`src/rtl/rand_dispatch.sv`:
```
// Shared LCG random-number server: one value per grant, round-robin across
// requesters, with optional warm-up discard after every reset or reseed.
module rand_dispatch #(
    parameter int          NREQ   = 4,
    parameter int          N      = 32,
    parameter int unsigned A      = 1103515245,
    parameter int unsigned C      = 12345,
    parameter int unsigned SEED   = 1,
    parameter int unsigned WARMUP = 0
) (
    input  logic            clk50M,
    input  logic            rst,
    input  logic [NREQ-1:0] req,
    input  logic            seed_we,
    input  logic [N-1:0]    seed_in,
    output logic [NREQ-1:0] gnt,
    output logic [N-1:0]    rand_out,
    output logic            busy
);

    localparam int           PTR_W    = (NREQ > 1) ? $clog2(NREQ) : 1;
    localparam logic [N-1:0] A_N      = N'(A);
    localparam logic [N-1:0] C_N      = N'(C);
    localparam logic [N-1:0] SEED_N   = N'(SEED);
    localparam logic [7:0]   WARM_CNT = 8'(WARMUP);
    localparam logic [PTR_W-1:0] PTR_INIT = PTR_W'(NREQ - 1);

    typedef enum logic {
        RUN  = 1'b0,
        WARM = 1'b1
    } fsm_t;

    fsm_t             fsm, fsm_d;
    logic [7:0]       cnt, cnt_d;
    logic [N-1:0]     state, state_d;
    logic [N-1:0]     rand_d;
    logic [NREQ-1:0]  gnt_d;
    logic [NREQ-1:0]  last_gnt, last_d;
    logic [PTR_W-1:0] rr_ptr, rr_d;

    logic [N-1:0]     lcg_next;
    logic [NREQ-1:0]  eligible;
    logic [PTR_W-1:0] winner;
    logic             found;

    // Product is truncated to N bits, which is exactly the mod 2^N step.
    assign lcg_next = state * A_N + C_N;

    // A requester just granted is masked for one edge so its stale req is not
    // served twice from one request.
    assign eligible = req & ~last_gnt;
    assign busy     = (fsm == WARM);

    // Round-robin search starts one past the last winner and wraps.
    always_comb begin
        int idx;
        found  = 1'b0;
        winner = rr_ptr;
        idx    = 0;
        for (int i = 1; i <= NREQ; i++) begin
            idx = (int'(rr_ptr) + i) % NREQ;
            if (!found && eligible[PTR_W'(idx)]) begin
                found  = 1'b1;
                winner = PTR_W'(idx);
            end
        end
    end

    always_comb begin
        // NOTE: every output of this block gets a default first, so no path
        // leaves a signal unassigned and no latch is inferred.
        fsm_d   = fsm;
        cnt_d   = cnt;
        state_d = state;
        rand_d  = rand_out;
        rr_d    = rr_ptr;
        last_d  = last_gnt;
        gnt_d   = '0;

        if (seed_we) begin
            state_d = seed_in;
            last_d  = '0;
            cnt_d   = WARM_CNT;
            if (WARMUP > 0) fsm_d = WARM;
            else            fsm_d = RUN;
        end else begin
            case (fsm)
                WARM: begin
                    state_d = lcg_next;
                    cnt_d   = cnt - 8'd1;
                    if (cnt == 8'd1) fsm_d = RUN;
                end
                default: begin
                    if (found) begin
                        gnt_d   = NREQ'(1) << winner;
                        last_d  = NREQ'(1) << winner;
                        rand_d  = lcg_next;
                        state_d = lcg_next;
                        rr_d    = winner;
                    end else begin
                        last_d  = '0;
                    end
                end
            endcase
        end
    end

    // NOTE: state registers use non-blocking assignments so every register
    // samples the pre-edge values computed above.
    always_ff @(posedge clk50M) begin
        if (rst) begin
            state    <= SEED_N;
            gnt      <= '0;
            rand_out <= '0;
            rr_ptr   <= PTR_INIT;
            last_gnt <= '0;
            cnt      <= WARM_CNT;
            if (WARMUP > 0) fsm <= WARM;
            else            fsm <= RUN;
        end else begin
            state    <= state_d;
            gnt      <= gnt_d;
            rand_out <= rand_d;
            rr_ptr   <= rr_d;
            last_gnt <= last_d;
            cnt      <= cnt_d;
            fsm      <= fsm_d;
        end
    end

endmodule

```
`config.mk`:
```
export PLATFORM = sky130hd
export DESIGN_NAME = rand_dispatch
export DESIGN_NICKNAME = d
export VERILOG_FILES = /design/src/rtl/rand_dispatch.sv
export SDC_FILE = /design/constraint.sdc
export NUM_CORES = 1
export LEC_CHECK = 0
export ABC_AREA = 1
export CORE_MARGIN = 2
export CORE_UTILIZATION = 50
export CTS_CLUSTER_DIAMETER = 120
export DETAILED_ROUTE_END_ITERATION = 10
export GPL_TIMING_DRIVEN = 0
export PLACE_DENSITY = 0.8
export SLEW_MARGIN = 20
export SYNTH_ARGS = -nofsm -noshare
export SYNTH_HDL_FRONTEND = slang
export SYNTH_SLANG_ARGS = --single-unit
```
`constraint.sdc`:
```
create_clock -name clk50M -period 7 [get_ports clk50M]
set_input_delay 0.7 -clock clk50M [delete_from_list [all_inputs] [get_ports clk50M]]
set_output_delay 0.7 -clock clk50M [all_outputs]
set_load 0.02 [all_outputs]
```
==> results.toml <==
[critical_path]
path_delay_family = "adder cells"
start_kind = "flop"
crit_path_max_incr_delay_ns = 0.75
crit_path_max_fanout = 9
crit_slowest_cell = "dfxtp_1"
cp_data_arrival_time_ns = 6.95
endpoint_kind = "flop"
worstPathBufferInverterCount = 6
critPathKind = "flop to flop"
required_ns = 7.21
worstPathCellList = "inv_1, fa_1, inv_1, ha_1, ha_1, inv_1, fa_1, inv_1, fa_1, fa_1, fa_1, inv_1, fa_1, inv_1, ha_1, nand2_1, nor4_1, nand3_1, nand4_1, nand3_1, nand2_1, a21oi_1"

[logic_synthesis]
yosys.area.top_type = "fa_1"
synthTopCellsByArea = "fa_1, ha_1, inv_1"
yosysTopAreaCellShare_pct = 28.30
syn_area_um2 = 13230
synth_nets = 2032
syn_inst = 1598
synth-seq-cells = 83
synth-seq-area-share_pct = 12.56
avgSynthCellArea_um2 = 8.277
yosysUniqueCellTypes = 49
yosysWarningCount = 0

[sta]
setup_viol = 0
slew_headroom_pct = 55.11
hold_violations = 0
period_minus_slack_ns = 6.739
finalMaxSlewViolations = 0
worst_slew_pin_slew_ns = 0.6724
skew_ns = 0.008710
max_freq_mhz = 148.4
fin_crit_sh_pct = 96.27

[clock_network]
cts.hold.buffers_added = 0
worstSkewPairLatency_ns = 0.35
cts_buffers = 9
clkTransAtPathRegs_ns = 0.07
cts.sinks = 83
htreeDepth = 3
tritoncts = "built"
cts_buffer_depth = 2
root_buffer = "clkbuf_16"

[global_route]
grt_pass1_vias = 10923
grt_max_degree = 15
antenna_found_initial = 0
grt_use_total_pct = 26.83
grt_pass1_wl_um = 58040
grt.overflow.total = 0

[layout]
nFillCells = 2342
stdcell_area_um2 = 14830
drive_above_1_share_pct = 6.372
n_antenna_cell = 0
regArea_um2 = 1695
area_growth_pct = 12.09
fin_nets = 2124
multi_input_area_um2 = 9633

[placement]
place_congestion = 0.9638
io_buffers = 75
hpwl_um = 31560
placed_area_um2 = 14400

[route]
drc = 0
antenna_left = 0
wl_um = 36400
dr.pass1.iters = 7
drt_iter0_markers = 870
vias = 10640
post_drt_wl_per_cell_um = 17.93
viasPerCell = 5.241

[run_status]
status = "completed"

[floorplanning]
io_pins = 76
fp.dieH_um = 166.6
fp.dieW_um = 166.6
start_util_pct = 50.90
dieArea_um2 = 27770
core_um2 = 25980
std_cell_rows = 59

[job]
max_cap_viol_count = 0

[worst_hold_path]
hold_class = "flop to flop"
final timing paths:
check,from,end,slack [ns],depth (start not counted)
hold / removal,rand_out[18],rand_out[18],0.48,2
hold reg to reg,rand_out[18],rand_out[18],0.48,2
setup reg to reg,state[2],state[28],0.26,22
setup / recovery,state[2],state[28],0.26,22
cell families (layout without fill, tap and decap cells):
group | Yosys count | in the layout | share of synthesized area [%]
AOI/OAI and AO/OA | 198 | 198 | 9.100
xor gates and xnor gates | 40 | 40 | 2.847
adders and majority gates | 395 | 395 | 47.98
buffers and inverters | 508 | 605 | 15.12
DFF | 83 | 83 | 12.56
and+or+nand+nor | 374 | 374 | 12.39
placed cells by master (no fill, tap or decap), types with 4 or more instances in the layout:
master / Yosys / final
a21o_1: 5 / 5
a21oi_1: 73 / 72
a31oi_1: 12 / 12
buf_4: 2 / 8
buf_6: 10 / 10
clkbuf_1: 12 / 14
clkbuf_16: 0 / 9
clkdlybuf4s50_1: 0 / 75
dfxtp_1: 83 / 70
dfxtp_2: 0 / 6
dfxtp_4: 0 / 7
fa_1: 187 / 187
ha_1: 208 / 203
inv_1: 475 / 474
nand2_1: 194 / 194
nand3_1: 46 / 45
nand3_2: 11 / 12
nand3b_1: 4 / 4
nand4_1: 11 / 11
nor2_1: 83 / 82
nor3_1: 5 / 5
o211ai_1: 8 / 8
o211ai_2: 12 / 12
o21ai_0: 59 / 59
o21ai_1: 6 / 6
o21ai_2: 5 / 5
o21bai_1: 6 / 6
or2_2: 7 / 7
xnor2_1: 18 / 18
xor2_1: 20 / 19
per-layer routing:
metal  vias up  routed length [um]  track usage (%)  share of wire (%)
li1       5059                   -                -                  -
met1      5166               16100            36.82                 44
met2       349               17000            43.78                 47
met3        66                2295            4.682                6.3
met4         0                1003            7.721                2.8
met5         -                   0                0                  0
area by class of cell:
class / count / share of cell area (%)
Inverter: 482 / 12.28
Clock buffer: 12 / 1.663
Multi-Input combinational cell: 1007 / 64.98
Timing Repair Buffer: 81 / 5.368
Clock inverter: 4 / 0.2194
Buffer: 26 / 1.232
Tap cell: 335 / 2.827
Sequential cell: 83 / 11.44
sequential cells by signal, indices dropped and copies added, names as in the netlist:
name / cells
busy: 1
cnt: 8
gnt: 4
last_gnt: 4
rand_out: 32
rr_ptr: 2
state: 32
cells in the mapped netlist (all sizes together):
master and instances:
a211oi 2, a21boi 1, a21o 5, a21oi 75
a221oi 1, a31oi 12, a41oi 1, buf 14
clkbuf 12, clkinv 2, dfxtp 83, fa 187
ha 208, inv 480, nand2 197, nand3 57
nand3b 4, nand4 11, nor2 85, nor3 6
nor3b 1, nor4 3, o211ai 20, o21ai 71
o21bai 6, o221ai 1, o22ai 3, or2 10
xnor2 20, xor2 20
worst register-to-register path, delay by kind of cell, from the launching register on:
family,cells,cell delay (ns)
AO/OA/AOI/OAI,1,0.05
AND/OR/NAND/NOR,6,1.38
flip-flops,1,0.75
adder cells (fa/ha/maj),9,3.83
buffers and inverters,6,0.58
stage by stage:
stage          std cells  hold WS, ns  util [%]  setup TNS, ns  worst slack [ns]
2_1_floorplan       1598       0.4506         -              0            0.9957
3_3_place_gp        2008       0.4620     55.40         -1.094           -0.2100
3_5_place_dp        2008       0.4716     55.40         -1.888           -0.2602
4_1_cts             2024       0.4849     56.54              0           0.05804
5_1_grt             2030       0.4957     57.05       -0.04672          -0.03205
6_report            2030       0.4799     57.05              0            0.2609
timing repair:
item / CTS / global route
resized for setup: 8 / 26
setup buffers: 0 / 6
pin swaps: 0 / 3
endpoints found under the setup margin: 19 / 18
Power is left out: the tool's default activity adds up to more than one toggle a clock period on the data nets, which glitch-free logic cannot reach.
